## src/rtl/flash_word_reader.sv

```systemverilog
// Avalon-MM read master: fetches one flash word per four-phase request from
// address_counter and returns it with a level acknowledge.
module flash_word_reader #(
    parameter int ADDR_W      = 23,
    parameter int DATA_W      = 32,
    parameter int SYNC_STAGES = 2,
    parameter int TIMEOUT     = 255
) (
    input  logic              clk50M,
    input  logic              reset,
    input  logic              addr_ready_flag,
    input  logic [ADDR_W-1:0] current_address,
    output logic              read_addr_start,
    output logic [DATA_W-1:0] flash_data,
    output logic              read_err,
    output logic              flash_mem_read,
    output logic [ADDR_W-1:0] flash_mem_address,
    output logic [3:0]        flash_mem_byteenable,
    input  logic              flash_mem_waitrequest,
    input  logic              flash_mem_readdatavalid,
    input  logic [DATA_W-1:0] flash_mem_readdata
);

    localparam int CNT_W = $clog2(TIMEOUT + 1);

    typedef enum logic [2:0] {
        IDLE,
        CAPTURE,
        ISSUE,
        WAIT_DATA,
        ACK,
        RELEASE
    } state_t;

    state_t              state_reg, state_next;
    logic [SYNC_STAGES-1:0] sync_reg;
    logic                req_s;
    logic                req_s_d_reg;
    logic                req_rise;
    logic [CNT_W-1:0]    cnt_reg, cnt_next;
    logic                ack_reg, ack_next;
    logic                rd_reg, rd_next;
    logic                err_reg, err_next;
    logic [DATA_W-1:0]   data_reg, data_next;
    logic [ADDR_W-1:0]   addr_reg, addr_next;

    // addr_ready_flag comes from the 22 kHz domain; only req_s is used here.
    always_ff @(posedge clk50M) begin
        if (reset) sync_reg[0] <= 1'b0;
        else       sync_reg[0] <= addr_ready_flag;
    end

    generate
        for (genvar gi = 1; gi < SYNC_STAGES; gi++) begin : g_sync
            always_ff @(posedge clk50M) begin
                if (reset) sync_reg[gi] <= 1'b0;
                else       sync_reg[gi] <= sync_reg[gi-1];
            end
        end
    endgenerate

    assign req_s    = sync_reg[SYNC_STAGES-1];
    assign req_rise = req_s & ~req_s_d_reg;

    always_ff @(posedge clk50M) begin
        if (reset) begin
            state_reg   <= IDLE;
            req_s_d_reg <= 1'b0;
            cnt_reg     <= '0;
            ack_reg     <= 1'b0;
            rd_reg      <= 1'b0;
            err_reg     <= 1'b0;
            data_reg    <= '0;
            addr_reg    <= '0;
        end else begin
            state_reg   <= state_next;
            req_s_d_reg <= req_s;
            cnt_reg     <= cnt_next;
            ack_reg     <= ack_next;
            rd_reg      <= rd_next;
            err_reg     <= err_next;
            data_reg    <= data_next;
            addr_reg    <= addr_next;
        end
    end

    always_comb begin
        state_next = state_reg;
        cnt_next   = cnt_reg;
        ack_next   = ack_reg;
        rd_next    = rd_reg;
        err_next   = err_reg;
        data_next  = data_reg;
        addr_next  = addr_reg;
        case (state_reg)
            IDLE: begin
                // readdatavalid is deliberately ignored here to drop stale responses
                if (req_rise) state_next = CAPTURE;
            end
            CAPTURE: begin
                addr_next  = current_address;
                rd_next    = 1'b1;
                state_next = ISSUE;
            end
            ISSUE: begin
                if (!flash_mem_waitrequest) begin
                    rd_next    = 1'b0;
                    cnt_next   = '0;
                    state_next = WAIT_DATA;
                end
            end
            WAIT_DATA: begin
                if (flash_mem_readdatavalid) begin
                    data_next  = flash_mem_readdata;
                    state_next = ACK;
                end else if (cnt_reg == CNT_W'(TIMEOUT)) begin
                    data_next  = '0;
                    err_next   = 1'b1;
                    state_next = ACK;
                end else begin
                    cnt_next = cnt_reg + CNT_W'(1);
                end
            end
            ACK: begin
                ack_next   = 1'b1;
                state_next = RELEASE;
            end
            RELEASE: begin
                if (!req_s) begin
                    ack_next   = 1'b0;
                    state_next = IDLE;
                end
            end
            default: state_next = IDLE;
        endcase
    end

    assign read_addr_start      = ack_reg;
    assign flash_data           = data_reg;
    assign read_err             = err_reg;
    assign flash_mem_read       = rd_reg;
    assign flash_mem_address    = addr_reg;
    assign flash_mem_byteenable = 4'b1111;

endmodule

```

## config.mk

```make
export PLATFORM = sky130hd
export DESIGN_NAME = flash_word_reader
export DESIGN_NICKNAME = d
export VERILOG_FILES = /design/src/rtl/flash_word_reader.sv
export SDC_FILE = /design/constraint.sdc
export NUM_CORES = 1
export LEC_CHECK = 0
export CELL_PAD_IN_SITES_DETAIL_PLACEMENT = 1
export CELL_PAD_IN_SITES_GLOBAL_PLACEMENT = 1
export CORE_ASPECT_RATIO = 1.2
export CORE_MARGIN = 4
export CORE_UTILIZATION = 32
export DETAILED_ROUTE_END_ITERATION = 12
export PLACE_DENSITY_LB_ADDON = 0.1
export SLEW_MARGIN = 5
export SYNTH_ARGS = -nofsm -noshare
export SYNTH_HDL_FRONTEND = slang
export SYNTH_SLANG_ARGS = --single-unit
```

## constraint.sdc

```tcl
create_clock -name clk50M -period 2.7 [get_ports clk50M]
set_input_delay 0.54 -clock clk50M [delete_from_list [all_inputs] [get_ports clk50M]]
set_output_delay 0.54 -clock clk50M [all_outputs]
set_load 0.005 [all_outputs]
```

Yosys cells after proc, flatten, opt, wreduce, memory -nomap -nowiden
Cells that the tools add are included.
{ "word_totals": {"register_bits": 72, "out_inout_bits": 62} }
{ "op_classes": {"n_eq_ne": 12, "muxes": 16, "n_reduce_logical": 11, "n_addsub": 1, "n_bitwise": 3} }
{ "ops": {"columns": ["op", "count"], "rows": [
  ["two-way mux 32 bit", 2],
  ["two-way mux 8 bit", 3],
  ["case mux 3 bit (6 select lines)", 1],
  ["case mux 8 bit (2 select lines)", 1],
  ["two-way mux 3 bit", 5],
  ["inequality test 2 bit (second input constant)", 5],
  ["adder 8 x 1 -> 8 bit (second input constant)", 1],
  ["equality test 8 bit (second input constant)", 1],
  ["AND reduction 4 bit", 2],
  ["nonzero test 2 bit", 4],
  ["equality test 3 x 2 -> 1 bit (second input constant)", 2],
  ["equality test 3 bit (second input constant)", 2],
  ["AND reduction 2 bit", 3],
  ["case mux 1 bit (2 select lines)", 2],
  ["equality test 3 x 1 -> 1 bit (second input constant)", 1],
  ["zero test 3 bit", 1],
  ["inequality test 3 bit (second input constant)", 1],
  ["AND reduction 3 bit", 1],
  ["two-way mux 1 bit", 2],
  ["NOT 1 bit", 2],
  ["AND 1 bit", 1]
]} }

Longest topological paths before layout
{ "logic_depth": {"ltp_word": 4, "mapped_depth": 7} }

Worst setup path after synthesis
OpenSTA, ideal clock, no wires.
{ "synth_path": {"kind": "input to register", "from": "input port flash_mem_waitrequest", "to": "register cnt_reg[5]", "path_slack_ns": 0.947, "setup_ns": 0.070, "required_ns": 2.630, "arrival_ns": 1.683, "cell_stages": 4, "cell_sequence": "nor2b_1 a2111o_1 or4_1 a21boi_1"} }
{ "synth_via": {"elab_chain_len": 2} }
{ "synth_rtl": {"columns": ["item", "line_no", "rtl"], "rows": [
  ["from (decl)", "19", "input logic flash_mem_waitrequest,"],
  ["inequality test 2 bit (no source line)", null, null],
  ["AND reduction 4 bit (no source line)", null, null],
  ["to (signal assigned)", "78", "cnt_reg <= cnt_next;"],
  ["to (decl)", "40", "logic [CNT_W-1:0] cnt_reg, cnt_next;"]
]} }
Every way passes these cells.
A chain may end at the register's enable or synchronous reset.

Worst setup path after layout
Ends and elaborated chain as after synthesis.

==> results.toml <==
[outcome]
status = "completed"

[global_routing]
track_usage = 0.164
antenna_found_initial = 0
grt_pass1_wl_um = 14000
grt_max_degree = 40
grt_pass1_vias = 2898
grt_remaining_overflow = 0

[sta]
maxSlewHeadroom = 0.447
drv_slew = 0
setup_tns_ns = 0
setup_viol = 0
setup_ws_ns = 0.737
hold_viol = 0
fin_skew_ns = 0.0142
rsz0062_at_grt = "no"
worst_slew_pin_slew_ns = 0.830
max_freq_mhz = 509
layout_min_cycle_time_ns = 1.96
period_share = 0.727

[placed_design]
io_buffers = 117
dp.cells = 561
placed_area_mm2 = 0.00407
dp_worst_setup_slack_ns = 0.399
place.gp.congestion = 0.771
dp.final_hpwl_um = 5840

[final_layout]
fin_area_mm2 = 0.00431
largest_reg_flops = 32
final_cells = 577
antenna_cells = 0
drive_gt1_frac = 0.0609
nets = 516
area_growth_pct = 52.2

[logic_synthesis]
yosys_warnings = 0
synth_flop_cell = "dfxtp_1"
synthArstFlopShare = 0
postSynthCellCount = 349
syn_area_per_cell_um2 = 8.12
syn_area_mm2 = 0.00283
ys_types = 47
synth_edf_count = 0
ys_ff_latch = 72
ys_seq_area_frac = 0.509

[die]
core-area_mm2 = 0.00861
boundaryPins = 122
initial_utilization = 0.329
die_width_um = 93.9
die_y_um = 111
die_area_mm2 = 0.0104
rows = 37

[clock_tree]
htreeDepth = 3
clkTransAtPathRegs_ns = 0.07
clockBufferDepth = 2
cts_setup_buffers = 0
cts_tree = "yes"
postCtsHoldBufs = 0
cts_sinks = 72
clkLatencyLatePin_ns = 0.34
cts_buffers = 9
cts_root_buf = "clkbuf_8"
cts_resized = 0

[min_path]
hold_path_class = "reg2reg"
min_delay_path_depth = 2
min-delay-start = "flash_mem_address[16]"

[critical_path]
crit_start = "flash_mem_waitrequest"
startpoint_type = "primary input"
worst_ep_required_time_ns = 2.97
crit_type = "in2reg"
crit_path_end_kind = "register"
critical_path.max_fanout = 6
r2r-start = "cnt_reg[0]"
cp_data_arrival_time_ns = 2.23
r2r_cells = 6

[power_and_ir_drop]
power_density_mw_per_mm2 = 676
irDropWorstVdd_v = 0.000364
leakagePower_nw = 1.49

[route]
drtIter0Drc = 94
vias = 2837
viasPerCell = 4.92
ant_nets = 0
route.detailed.drc = 0
routed_wl_um = 8310
drt_pass1_iterations = 4
post_drt_wl_per_cell_um = 14.4

[job]
cap_violations = 0
## placed cells by master, fill, tap and decap left out, drive strengths merged, types with 2 or more instances in the layout
master / count
clkdlybuf4s50: 116
nand2: 84
dfxtp: 72
a21oi: 62
o21ai: 37
clkbuf: 11
buf: 7
nor2: 6
inv: 5
nor2b: 4
conb: 4
nor3: 4
and3: 3
or3: 3
mux2i: 3
bufinv: 3
and4: 2
nand4: 2
nand2b: 2
a211oi: 2
nand3: 2
o211ai: 2
clkinv: 2
## where the power goes
part | internal (mW) | leakage [nW] | total (mW) | switching, mW
Sequential | 1.16 | 0.583 | 1.24 | 0.0778
Combinational | 0.338 | 0.780 | 0.638 | 0.301
Clock | 0.640 | 0.124 | 1.04 | 0.398
Total | 2.14 | 1.49 | 2.92 | 0.776
## worst max-delay path, stage by stage
cell	delay, ns
clkdlybuf4s50_1	0.44
nor2b_1	0.16
a2111o_1	0.47
or4_1	0.48
a21boi_1	0.14
## cell type report
class / count / area (um^2)
Tap cell: 117 / 146
Inverter: 5 / 21.3
Clock inverter: 5 / 104
Multi-Input combinational cell: 244 / 1240
Fill cell: 1051 / 4300
Clock buffer: 11 / 141
Sequential cell: 72 / 1440
Timing Repair Buffer: 123 / 1220
## metal layers
layer  vias up  share of wire  global-route usage
met2        97           0.48               0.271
met4         0         0.0091              0.0491
met3         8          0.080              0.0611
li1       1393              -                   -
met5         -              0                   0
met1      1339           0.43               0.197
## kinds of logic (layout without fill, tap and decap cells)
kind of cell,count (synthesis),in the layout,synth area share
other,1,4,0.00132
AO/OA/AOI/OAI,115,115,0.223
XOR/XNOR,1,1,0.00309
multiplexers,3,3,0.0106
adder cells (fa/ha/maj),1,1,0.00441
buffers and inverters,36,144,0.0609
AND/OR/NAND/NOR,120,120,0.188
flip-flops,72,72,0.509
## path summary, 6_finish.rpt
check,slack [ns],end
setup / recovery,0.74,cnt_reg[5]
hold / removal,0.45,flash_mem_address[16]
hold reg to reg,0.45,flash_mem_address[16]
setup reg to reg,0.81,flash_data[29]
## per-stage QoR
| stage | util | hold WS [ns] | total power [mW] |
|---|---|---|---|
| final | 0.501 | 0.455 | 2.92 |
| after CTS | 0.501 | 0.458 | 2.97 |
| after global routing | 0.501 | 0.472 | 3.11 |
| after detailed placement | 0.473 | 0.434 | 1.92 |
| after global placement | 0.473 | 0.417 | 1.90 |
| after floorplan | - | 0.414 | 1.59 |
## synthesized netlist by cell type (2+ instances only)
cell type,number,share of area
dfxtp_1,72,0.51
o21ai_1,4,0.0071
nand4_1,2,0.0044
buf_4,5,0.013
o211ai_1,2,0.0053
inv_1,4,0.0053
buf_2,7,0.012
mux2i_1,3,0.011
clkbuf_1,18,0.024
nand2b_1,2,0.0044
nor2b_1,4,0.0088
o21ai_0,33,0.058
nand2_1,84,0.11
a21oi_1,61,0.11
and3_1,3,0.0066
nor2_1,6,0.0079
and4_1,2,0.0062
a211oi_1,2,0.0053
nand3_1,2,0.0035
nor3_1,4,0.0071
or3_1,3,0.0066
No activity file was read; power rests on OpenSTA's default activity.
